**src/rtl/hazard_pkg.sv**
```systemverilog
// Shared types for the pipeline hazard controller:
// forward selects, load result-source code and memory-wait FSM states.
package hazard_pkg;

  typedef enum logic [1:0] {
    FWD_RF  = 2'b00,
    FWD_WB  = 2'b01,
    FWD_MEM = 2'b10
  } fwd_sel_t;

  localparam logic [1:0] RESULT_SRC_LOAD = 2'b01;

  typedef enum logic {
    HZ_RUN,
    HZ_WAIT
  } hz_state_t;

endpackage

```
**src/rtl/hazard_forward.sv**
```systemverilog
// Single-operand forward select for the execute stage.
// The memory stage wins over writeback; x0 is never forwarded.
module hazard_forward
  import hazard_pkg::*;
#(
  parameter int AW = 5
) (
  input  logic [AW-1:0] rs_e_i,
  input  logic [AW-1:0] rd_m_i,
  input  logic [AW-1:0] rd_w_i,
  input  logic          reg_write_m_i,
  input  logic          reg_write_w_i,
  output fwd_sel_t      fwd_o
);

  logic hit_m;
  logic hit_w;

  assign hit_m = reg_write_m_i && (rd_m_i != '0)
                 && (rd_m_i == rs_e_i);
  assign hit_w = reg_write_w_i && (rd_w_i != '0)
                 && (rd_w_i == rs_e_i);

  always_comb begin
    fwd_o = FWD_RF;
    if (hit_m)      fwd_o = FWD_MEM;
    else if (hit_w) fwd_o = FWD_WB;
  end

endmodule

```
**src/rtl/hazard_unit.sv**
```systemverilog
// Stall/flush/forward control for the 5-stage core, with a
// data-memory wait FSM, timeout flag and saturating perf counters.
module hazard_unit
  import hazard_pkg::*;
#(
  parameter int CNT_WIDTH      = 32,
  parameter int TIMEOUT_CYCLES = 255,
  parameter int REG_ADDR_WIDTH = 5
) (
  input  logic                      clk,
  input  logic                      rst,
  input  logic [REG_ADDR_WIDTH-1:0] Rs1D,
  input  logic [REG_ADDR_WIDTH-1:0] Rs2D,
  input  logic [REG_ADDR_WIDTH-1:0] Rs1E,
  input  logic [REG_ADDR_WIDTH-1:0] Rs2E,
  input  logic [REG_ADDR_WIDTH-1:0] RdE,
  input  logic [REG_ADDR_WIDTH-1:0] RdM,
  input  logic [REG_ADDR_WIDTH-1:0] RdW,
  input  logic                      RegWriteM,
  input  logic                      RegWriteW,
  input  logic [1:0]                ResultSrcE,
  input  logic                      PCSrcE,
  input  logic                      MemReqM,
  input  logic                      MemReadyM,
  output logic                      StallF,
  output logic                      StallD,
  output logic                      StallE,
  output logic                      StallM,
  output logic                      FlushD,
  output logic                      FlushE,
  output logic [1:0]                ForwardAE,
  output logic [1:0]                ForwardBE,
  output logic                      mem_timeout,
  output logic [CNT_WIDTH-1:0]      stall_cnt,
  output logic [CNT_WIDTH-1:0]      flush_cnt
);

  localparam int WW = $clog2(TIMEOUT_CYCLES + 1);
  localparam logic [WW-1:0] WMAX  = WW'(TIMEOUT_CYCLES);
  localparam logic [WW-1:0] WLAST = WW'(TIMEOUT_CYCLES - 1);
  localparam logic [WW-1:0] WONE  = WW'(1);
  localparam logic [CNT_WIDTH-1:0] CONE = CNT_WIDTH'(1);

  fwd_sel_t fwd_a;
  fwd_sel_t fwd_b;

  hazard_forward #(.AW(REG_ADDR_WIDTH)) u_fwd_a (
    .rs_e_i        (Rs1E),
    .rd_m_i        (RdM),
    .rd_w_i        (RdW),
    .reg_write_m_i (RegWriteM),
    .reg_write_w_i (RegWriteW),
    .fwd_o         (fwd_a)
  );

  hazard_forward #(.AW(REG_ADDR_WIDTH)) u_fwd_b (
    .rs_e_i        (Rs2E),
    .rd_m_i        (RdM),
    .rd_w_i        (RdW),
    .reg_write_m_i (RegWriteM),
    .reg_write_w_i (RegWriteW),
    .fwd_o         (fwd_b)
  );

  assign ForwardAE = rst ? FWD_RF : fwd_a;
  assign ForwardBE = rst ? FWD_RF : fwd_b;

  logic mem_stall;
  logic lw_stall;

  assign mem_stall = MemReqM && !MemReadyM;
  assign lw_stall  = (ResultSrcE == RESULT_SRC_LOAD)
                     && (RdE != '0)
                     && ((RdE == Rs1D) || (RdE == Rs2D));

  always_comb begin
    StallF = 1'b0;
    StallD = 1'b0;
    StallE = 1'b0;
    StallM = 1'b0;
    FlushD = 1'b0;
    FlushE = 1'b0;
    if (rst) begin
      FlushD = 1'b1;
      FlushE = 1'b1;
    end else if (mem_stall) begin
      StallF = 1'b1;
      StallD = 1'b1;
      StallE = 1'b1;
      StallM = 1'b1;
    end else if (PCSrcE) begin
      FlushD = 1'b1;
      FlushE = 1'b1;
    end else if (lw_stall) begin
      StallF = 1'b1;
      StallD = 1'b1;
      FlushE = 1'b1;
    end
  end

  hz_state_t      state_q, state_d;
  logic [WW-1:0]  wait_cnt_q, wait_cnt_d;
  logic           timeout_q, timeout_d;

  always_comb begin
    state_d    = state_q;
    wait_cnt_d = '0;
    timeout_d  = timeout_q;
    unique case (state_q)
      HZ_RUN: begin
        if (mem_stall) state_d = HZ_WAIT;
      end
      HZ_WAIT: begin
        if (MemReadyM) begin
          state_d = HZ_RUN;
        end else begin
          wait_cnt_d = (wait_cnt_q == WMAX) ? wait_cnt_q
                                            : wait_cnt_q + WONE;
          if (wait_cnt_q == WLAST) timeout_d = 1'b1;
        end
      end
    endcase
  end

  logic                 any_stall;
  logic                 any_flush;
  logic [CNT_WIDTH-1:0] stall_cnt_q, stall_cnt_d;
  logic [CNT_WIDTH-1:0] flush_cnt_q, flush_cnt_d;

  assign any_stall = StallF || StallD || StallE || StallM;
  assign any_flush = FlushD || FlushE;

  assign stall_cnt_d = (any_stall && (stall_cnt_q != '1))
                       ? stall_cnt_q + CONE : stall_cnt_q;
  assign flush_cnt_d = (any_flush && (flush_cnt_q != '1))
                       ? flush_cnt_q + CONE : flush_cnt_q;

  always_ff @(posedge clk or posedge rst) begin
    if (rst) begin
      state_q     <= HZ_RUN;
      wait_cnt_q  <= '0;
      timeout_q   <= 1'b0;
      stall_cnt_q <= '0;
      flush_cnt_q <= '0;
    end else begin
      state_q     <= state_d;
      wait_cnt_q  <= wait_cnt_d;
      timeout_q   <= timeout_d;
      stall_cnt_q <= stall_cnt_d;
      flush_cnt_q <= flush_cnt_d;
    end
  end

  assign mem_timeout = timeout_q;
  assign stall_cnt   = stall_cnt_q;
  assign flush_cnt   = flush_cnt_q;

endmodule
```
**config.mk**
```make
export PLATFORM = sky130hd
export DESIGN_NAME = hazard_unit
export DESIGN_NICKNAME = d
export VERILOG_FILES = /design/src/rtl/hazard_pkg.sv /design/src/rtl/hazard_forward.sv /design/src/rtl/hazard_unit.sv
export SDC_FILE = /design/constraint.sdc
export NUM_CORES = 1
export LEC_CHECK = 0
export CORE_UTILIZATION = 25
export DETAILED_ROUTE_END_ITERATION = 12
export GPL_TIMING_DRIVEN = 1
export PLACE_DENSITY_LB_ADDON = 0.3
export SLEW_MARGIN = 20
export SYNTH_ARGS = -nofsm -noshare
export SYNTH_HDL_FRONTEND = slang
export SYNTH_SLANG_ARGS = --single-unit
```
**constraint.sdc**
```tcl
create_clock -name clk -period 2.9 [get_ports clk]
set_input_delay 0.29 -clock clk [delete_from_list [all_inputs] [get_ports clk]]
set_output_delay 0.29 -clock clk [all_outputs]
set_load 0.1 [all_outputs]
```
After elaboration in Yosys (flattened, before gate mapping) --
Cells that the tools add are included. Widths: inputs -> output; s select.
Storage, ports and cells: flip-flop bits (word level) 74, latch bits 0, bits in writable memories 0, ROM bits 0, input bits 44, logic and storage cells 65, memories kept 0
Cells by class: add/sub/neg operators 3, multipliers 0, div/mod/pow operators 0, order comparisons 0, equality and inequality tests 12, shift operators 0, mux-type cells 23, bitwise operators 2, reductions and logical operators 20
Operators with widths (number):
- $add 32x1->32 const B | 2
- $ne 32x32->1 const B | 2
- $eq 5x5->1 | 6
- $mux 8 | 3
- $eq 8x8->1 const B | 2
- $mux 1 | 15
- $reduce_bool 5->1 | 3
- $logic_and 1x1->1 | 11
- $add 8x1->8 const B | 1
- $mux 2 | 4
- $logic_or 1x1->1 | 4
- $ne 3x3->1 const B | 1
- $reduce_and 3->1 | 1
- $eq 2x1->1 const B | 1
- $not 1->1 | 2
- $pmux 1 s2 | 1
- $logic_not 1->1 | 1

Logic depth before layout (Yosys ltp) --
Gate-level depths: netlist (run 1).
depth after elaboration 10, mapped depth 8, gate-level depth less buffers 7

Modules after synthesis --
A second synthesis (run 1) with hierarchy kept.
Unflattened totals: cell total of the unflattened synthesis 420, area, all modules 4150.2 µm²
By module, submodules not included:
- hazard_unit | instances 1, cells each 378, area an instance 3832.4 µm²
- hazard_forward | instances 2, cells each 21, area an instance 158.9 µm²

Least setup slack after synthesis (run 1) --
No wires, ideal clock.
path type in2out, start point input rst, end point output ForwardBE[0], arrival 5202 ps, data required time 2610 ps, setup slack -2592 ps, cell stages on the path 4, path through inv_1 > o311a_1 > nand4_1 > nor4_1
On the way: word-level cells in the longest chain between the ends 1
Ends and longest elaborated chain:
- start: declaration | line hazard_unit.sv:11 | input logic rst,
- $mux 2 | line hazard_unit.sv:66 | assign ForwardBE = rst ? FWD_RF : fwd_b;
- end: declaration | line hazard_unit.sv:32 | output logic [1:0] ForwardBE,
No other way between the ends.

Worst setup path after layout (run 1) --
start point input RdE[3], end point output StallD
On the way: word-level cells in the longest chain between the ends 7, elaborated cells on any way between the ends 10
Ends and longest elaborated chain:
- start: declaration | line hazard_unit.sv:16 | input logic [REG_ADDR_WIDTH-1:0] RdE,
- $eq 5x5->1 / $reduce_bool 5->1 (equally long branches) | line hazard_unit.sv:74, hazard_unit.sv:73
- $logic_or 1x1->1 / $logic_and 1x1->1 (equally long branches) | line hazard_unit.sv:74, hazard_unit.sv:73
- $logic_and 1x1->1 (*) | line hazard_unit.sv:74 | && ((RdE == Rs1D) || (RdE == Rs2D));
- $mux 1 (*) | line hazard_unit.sv:94 | end else if (lw_stall) begin
- $mux 1 (*) | line hazard_unit.sv:91 | end else if (PCSrcE) begin
- $mux 1 (*) | line hazard_unit.sv:86 | end else if (mem_stall) begin
- $mux 1 (*) | line hazard_unit.sv:83 | if (rst) begin
- end: declaration | line hazard_unit.sv:26 | output logic StallD,
Every way passes the cells marked *; elsewhere a longest branch is shown, timed or not.

==> out/metrics.cfg, run 1 <==
[sta]
skew_ns = 0.00600
setup_tns_ns = 0
slew_violations = 0
whs_ns = 0.468
rsz0062_at_grt = no
period_minus_slack_ns = 2.59
max_freq_mhz = 386
setup_violations = 0
tightest_slew_ns = 0.973
fin_crit_sh = 0.894
max_slew_margin = 0.351
hold_violations = 0

[pwr]
p_total_uw = 3600
irDropWorstVdd_v = 0.000786
power_frac_seq = 0.340
clockPowerShare = 0.350
powerDensity_mw_per_mm2 = 616
switchingPower_uw = 1360
swShare = 0.377
share_comb_of_total_power = 0.311
p_leak_uw = 0.00262
internal-power_uw = 2240

[synthesis]
yosys_warnings = 0
syn_area_sq_mm = 0.00406
ys_ff_latch = 74
synth_top_cell_by_area = dfrtp_1
synth-main-ff-cell = dfrtp_1
synth_area_per_cell_sq_um = 9.77
synthCells = 416
yosysTopAreaCellShare = 0.456
synth_edf_count = 0
ys_types = 45
synth_seq_area_share = 0.456
syn_nets = 464
netlist_top_cells_area = dfrtp_1, xnor2_1, xor2_1
async_flop_share = 1.00

[die]
die_area_sq_mm = 0.0168
fp-row-count = 46
core_region_area_sq_mm = 0.0159
die_w_microns = 129
start_util = 0.256
die_y_microns = 129
io_pins = 119

[route]
drcViolationCount = 0
drt-initial-drc-count = 206
vias = 3556
routedWlPerCell_microns = 14.6
drtAntennaViolNets = 0
wirelength_microns = 11200
routed_via_density = 4.65
firstDrtPassIters = 6

[clocking]
cts_buffers = 9
cts_sinks = 74
cts_tree = built
clk_path_buf_depth = 2
ctsHtreeMaxLevel = 3
ctsResizeCount = 0
root_buffer = clkbuf_16
post_cts_buffers = 0
hold_buffers = 0
clk_latency_ns = 0.33
clkTransAtPathRegs_ns = 0.06

[critical_path]
arrival_ns = 2.30
cp.required_ns = 2.61
cp-end-kind = output port
rr_worst_depth = 6
reg2reg_from = flush_cnt[15]$_DFFE_PP0P_
cp-start-kind = primary input
crit_fanout = 6
crit_type = primary input to output port
worstSetupStartpoint = RdE[3]

[grt]
antenna_found_initial = 0
track_usage = 0.141
grt_max_degree = 75
grt_pass1_wl_microns = 18200
grt_pass1_vias = 3507
grt_overflow = 0

[final_layout]
area_growth_pct = 43.8
diodes = 0
layout_common_cells = dfrtp_1, buf_4, xnor2_1, clkdlybuf4s50_1, xor2_1
final_common_cell = dfrtp_1
fin_nets = 592
layout-drive-gt1-share = 0.210

[worst_hold_path]
min_delay_path_depth = 1
hold_path.class = register to register
hp-start = mem_timeout$_DFFE_PP0P_

[placement]
io_buffers = 118
dp_hpwl_microns = 8540
place_congestion = 0.832

[outcome]
status = finished clean

[flow_run]
cap_viol_max_count = 0

==> flip-flops by register name, indices dropped and copies added (netlist names) <==
name / count
wait_cnt_q: 8
flush_cnt: 32
state_q: 1
mem_timeout: 1
stall_cnt: 32
==> cell type report <==
type	instances	area [sq um]
Sequential cell	74	1850
Tap cell	216	270
Timing Repair Buffer	126	1180
Fill cell	1632	10000
Clock buffer	10	229
Multi-Input combinational cell	320	2160
Clock inverter	5	104
Inverter	13	52.6
==> path summary, 6_finish.rpt <==
kind / end / slack [ns]
setup reg to reg: flush_cnt[29]$_DFFE_PP0P_ / 0.76
hold reg to reg: mem_timeout$_DFFE_PP0P_ / 0.47
max in group asynchronous: state_q$_DFF_PP0_ / 1.40
hold / removal: mem_timeout$_DFFE_PP0P_ / 0.47
min in group asynchronous: stall_cnt[31]$_DFFE_PP0P_ / 0.85
setup / recovery: StallD / 0.31
==> synthesized netlist by cell type, drive strengths merged, types with 2 or more instances <==
cell type	count
o21ai	2
dfrtp	74
and3	15
nor4	12
xnor2	54
mux2	2
and2	9
nand4b	2
nor3	22
nor3b	3
nor2	36
xor2	42
buf	6
inv	13
a21oi	2
or3	4
o21bai	2
nand3	32
nand2b	3
nand2	28
nand4	24
o311a	2
and4	4
clkbuf	3
ha	4
a211oi	2
or4	2
==> power by group through the flow <==
stage          clock, uW  combinational, uW  sequential [uW]
2_1_floorplan          0                271             1760
3_3_place_gp           0               1120             1240
3_5_place_dp           0               1120             1240
4_1_cts             1290               1130             1220
5_1_grt             1340               1180             1240
6_report            1260               1120             1220
==> worst max-delay path, stage by stage <==
cell             delay (ns)
clkdlybuf4s50_1        0.56
nor4_1                 0.11
buf_4                  0.15
a21bo_2                0.21
o21bai_1               0.30
o21a_1                 0.45
buf_12                 0.23
==> per-stage QoR <==
step | setup WS [ns] | utilization | instances | instance area [sq um]
floorplan | 0.0188 | - | 416 | 4100
global placement | 0.364 | 0.347 | 749 | 5510
detailed placement | 0.326 | 0.347 | 749 | 5510
CTS | 0.317 | 0.368 | 764 | 5840
global route | 0.157 | 0.368 | 764 | 5840
finish | 0.308 | 0.368 | 764 | 5840
==> per-layer routing <==
metal  global-route usage  up-vias  wire [microns]
met3               0.0339       18             634
met5                    0        -               0
met2                0.219      101            5120
met4               0.0643        0             243
li1                     -     1715               -
met1                0.185     1722            5160
==> cells by family after synthesis <==
| kind of cell | Yosys count | share of synthesized area |
|---|---|---|
| AO/OA/AOI/OAI | 20 | 0.0382 |
| XOR/XNOR | 96 | 0.207 |
| adder cells (fa/ha/maj) | 4 | 0.0123 |
| buffers and inverters | 22 | 0.0234 |
| flip-flops | 74 | 0.456 |
| multiplexers | 2 | 0.00554 |
| AND/OR/NAND/NOR | 198 | 0.258 |
(Power assumes the default switching activity.)
==> run 2, diff against run 1 <==
==> constraint.sdc (replaced) <==
create_clock -name clk -period 3.12 [get_ports clk]
set_input_delay 0.312 -clock clk [delete_from_list [all_inputs] [get_ports clk]]
set_output_delay 0.312 -clock clk [all_outputs]
set_load 0.1 [all_outputs]
==> run 2 against run 1 <==
  * Non-clock buffer count shrank 3
  * Cell count shrank 0.39%
  * Largest cell class unchanged
  * Setup slack gained 0.13 ns
==> out/metrics.cfg, run 2 (synthesized netlist as in run 1, its figures left out) <==
[outcome]
status = finished clean

[grt]
grt_pass1_wl_microns = 18000  ; -1.1%
grt_pass1_vias = 3450  ; -1.6%
track_usage = 0.141  ; -0.000164
antenna_found_initial = 0  ; unchanged
grt_max_degree = 75  ; unchanged
grt_overflow = 0  ; unchanged

[placement]
pre_cts_slack_ns = 0.395  ; +0.0696 ns
place_congestion = 0.823  ; -1.1%
dp_hpwl_microns = 8600  ; +0.69%
io_buffers = 118  ; unchanged
dp.cells = 746  ; -0.40%

[clocking]
ctsHtreeMaxLevel = 3  ; unchanged
cts_buffers = 9  ; unchanged
clk_path_buf_depth = 2  ; unchanged
cts_tree = built
cts_sinks = 74  ; unchanged
clk_latency_ns = 0.33  ; about the same
root_buffer = clkbuf_16
ctsResizeCount = 0  ; unchanged
post_cts_buffers = 0  ; unchanged
hold_buffers = 0  ; unchanged
clkTransAtPathRegs_ns = 0.06  ; about the same

[critical_path]
rrSetupSlack_ns = 1.01  ; +0.25 ns
cp-start-kind = primary input
crit_type = primary input to output port
rr_worst_depth = 8  ; +2
cp.required_ns = 2.81  ; +0.20 ns
worstSetupStartpoint = RdM[0]
crit_fanout = 3  ; -3
endpoint = ForwardAE[0]
arrival_ns = 2.37  ; +0.07 ns
r2r_end = flush_cnt[4]$_DFFE_PP0P_
cp-end-kind = output port
reg2reg_from = flush_cnt[0]$_DFFE_PP0P_

[route]
vias = 3524  ; -0.90%
routed_via_density = 4.63  ; -0.51%
drtAntennaViolNets = 0  ; unchanged
routedWlPerCell_microns = 14.9  ; +2.2%
firstDrtPassIters = 4  ; -2
drt-initial-drc-count = 199  ; -3.4%
wirelength_microns = 11400  ; +1.8%
drcViolationCount = 0  ; unchanged

[sta]
skew_ns = 0.00650  ; +0.000499 ns
setup_violations = 0  ; unchanged
rsz0062_at_grt = no
fin_crit_sh = 0.861
setup_tns_ns = 0  ; unchanged
max_freq_mhz = 372
slew_violations = 0  ; unchanged
max_slew_margin = 0.345  ; -0.00643
tightest_slew_ns = 0.979  ; +0.00533 ns
setup_ws_ns = 0.433  ; +0.126 ns
period_minus_slack_ns = 2.69
whs_ns = 0.481  ; +0.0129 ns
hold_violations = 0  ; unchanged

[final_layout]
area_growth_pct = 41.7
final_common_cell = dfrtp_1
fin_cells = 761  ; -0.39%
fillCellCount = 1622  ; -0.61%
fin_nets = 589  ; -0.51%
layout-drive-gt1-share = 0.182  ; -0.0282
fin_util = 0.362  ; -0.00536
diodes = 0  ; unchanged
layout_common_cells = dfrtp_1, buf_4, clkdlybuf4s50_1, xnor2_1, xor2_1

[pwr]
powerDensity_mw_per_mm2 = 553  ; -10%
p_leak_uw = 0.00255  ; -2.7%
irDropWorstVdd_v = 0.000807  ; +2.7%

[die]
fp-row-count = 46  ; unchanged
die_y_microns = 129  ; unchanged
core_region_area_sq_mm = 0.0159  ; unchanged
start_util = 0.256  ; unchanged
die_area_sq_mm = 0.0168  ; unchanged
die_w_microns = 129  ; unchanged
io_pins = 119  ; unchanged

[flow_run]
cap_viol_max_count = 0  ; unchanged

[worst_hold_path]
hold_path.class = register to register

[run 2: cell count changes in the layout (fill, tap and decap cells not counted), sizes merged]
cell / before / now
clkbuf: 10 / 12
bufinv: 3 / 1
clkdlybuf4s50: 43 / 55
buf: 83 / 68
[run 2: area by class of cell]
class                   count  area, sq um  share of cell area
repair buffers            123         1140               0.198
multi-input cells         320         2160               0.375
clock buffers              12          246              0.0428
well taps                 216          270              0.0469
inverters                  13         52.6             0.00913
clock inverters             3         40.0             0.00695
flip-flops and latches     74         1850               0.322
[run 2: per-layer routing]
layer | GRT usage | vias up | part of all wire
met5 | 0 | - | 0
met4 | 0.0718 | 0 | 0.024
met3 | 0.0285 | 17 | 0.057
met2 | 0.225 | 101 | 0.46
met1 | 0.180 | 1707 | 0.46
li1 | - | 1699 | -
[run 2: how the worst min path moves through the flow]
stage / depth (start not counted) / endpoint / start / slack [ns]
2_1_floorplan: 1 / state_q$_DFF_PP0_ / MemReadyM / 0.38
3_3_place_gp: 1 / mem_timeout$_DFFE_PP0P_ / mem_timeout$_DFFE_PP0P_ / 0.46
3_5_place_dp: 1 / mem_timeout$_DFFE_PP0P_ / mem_timeout$_DFFE_PP0P_ / 0.47
4_1_cts: 1 / mem_timeout$_DFFE_PP0P_ / mem_timeout$_DFFE_PP0P_ / 0.48
5_1_grt: 1 / mem_timeout$_DFFE_PP0P_ / mem_timeout$_DFFE_PP0P_ / 0.50
6_report: 1 / mem_timeout$_DFFE_PP0P_ / mem_timeout$_DFFE_PP0P_ / 0.48
[run 2: per-stage QoR]
stage	power [uW]	area, sq um
after floorplan	1890	4100
final	3180	5760
after global placement	2170	5470
after CTS	3230	5750
after detailed placement	2190	5470
after global routing	3320	5760
[run 2: power breakdown]
group	internal (uW)	switching (uW)
sequential	1030	102
clock	634	385
combinational	263	765
[run 2: critical path, stage by stage]
cell	delay [ns]
clkdlybuf4s50_1	0.47
or4_1	0.54
o21ai_0	0.33
nor3_1	0.15
nor4_4	0.35
buf_12	0.22
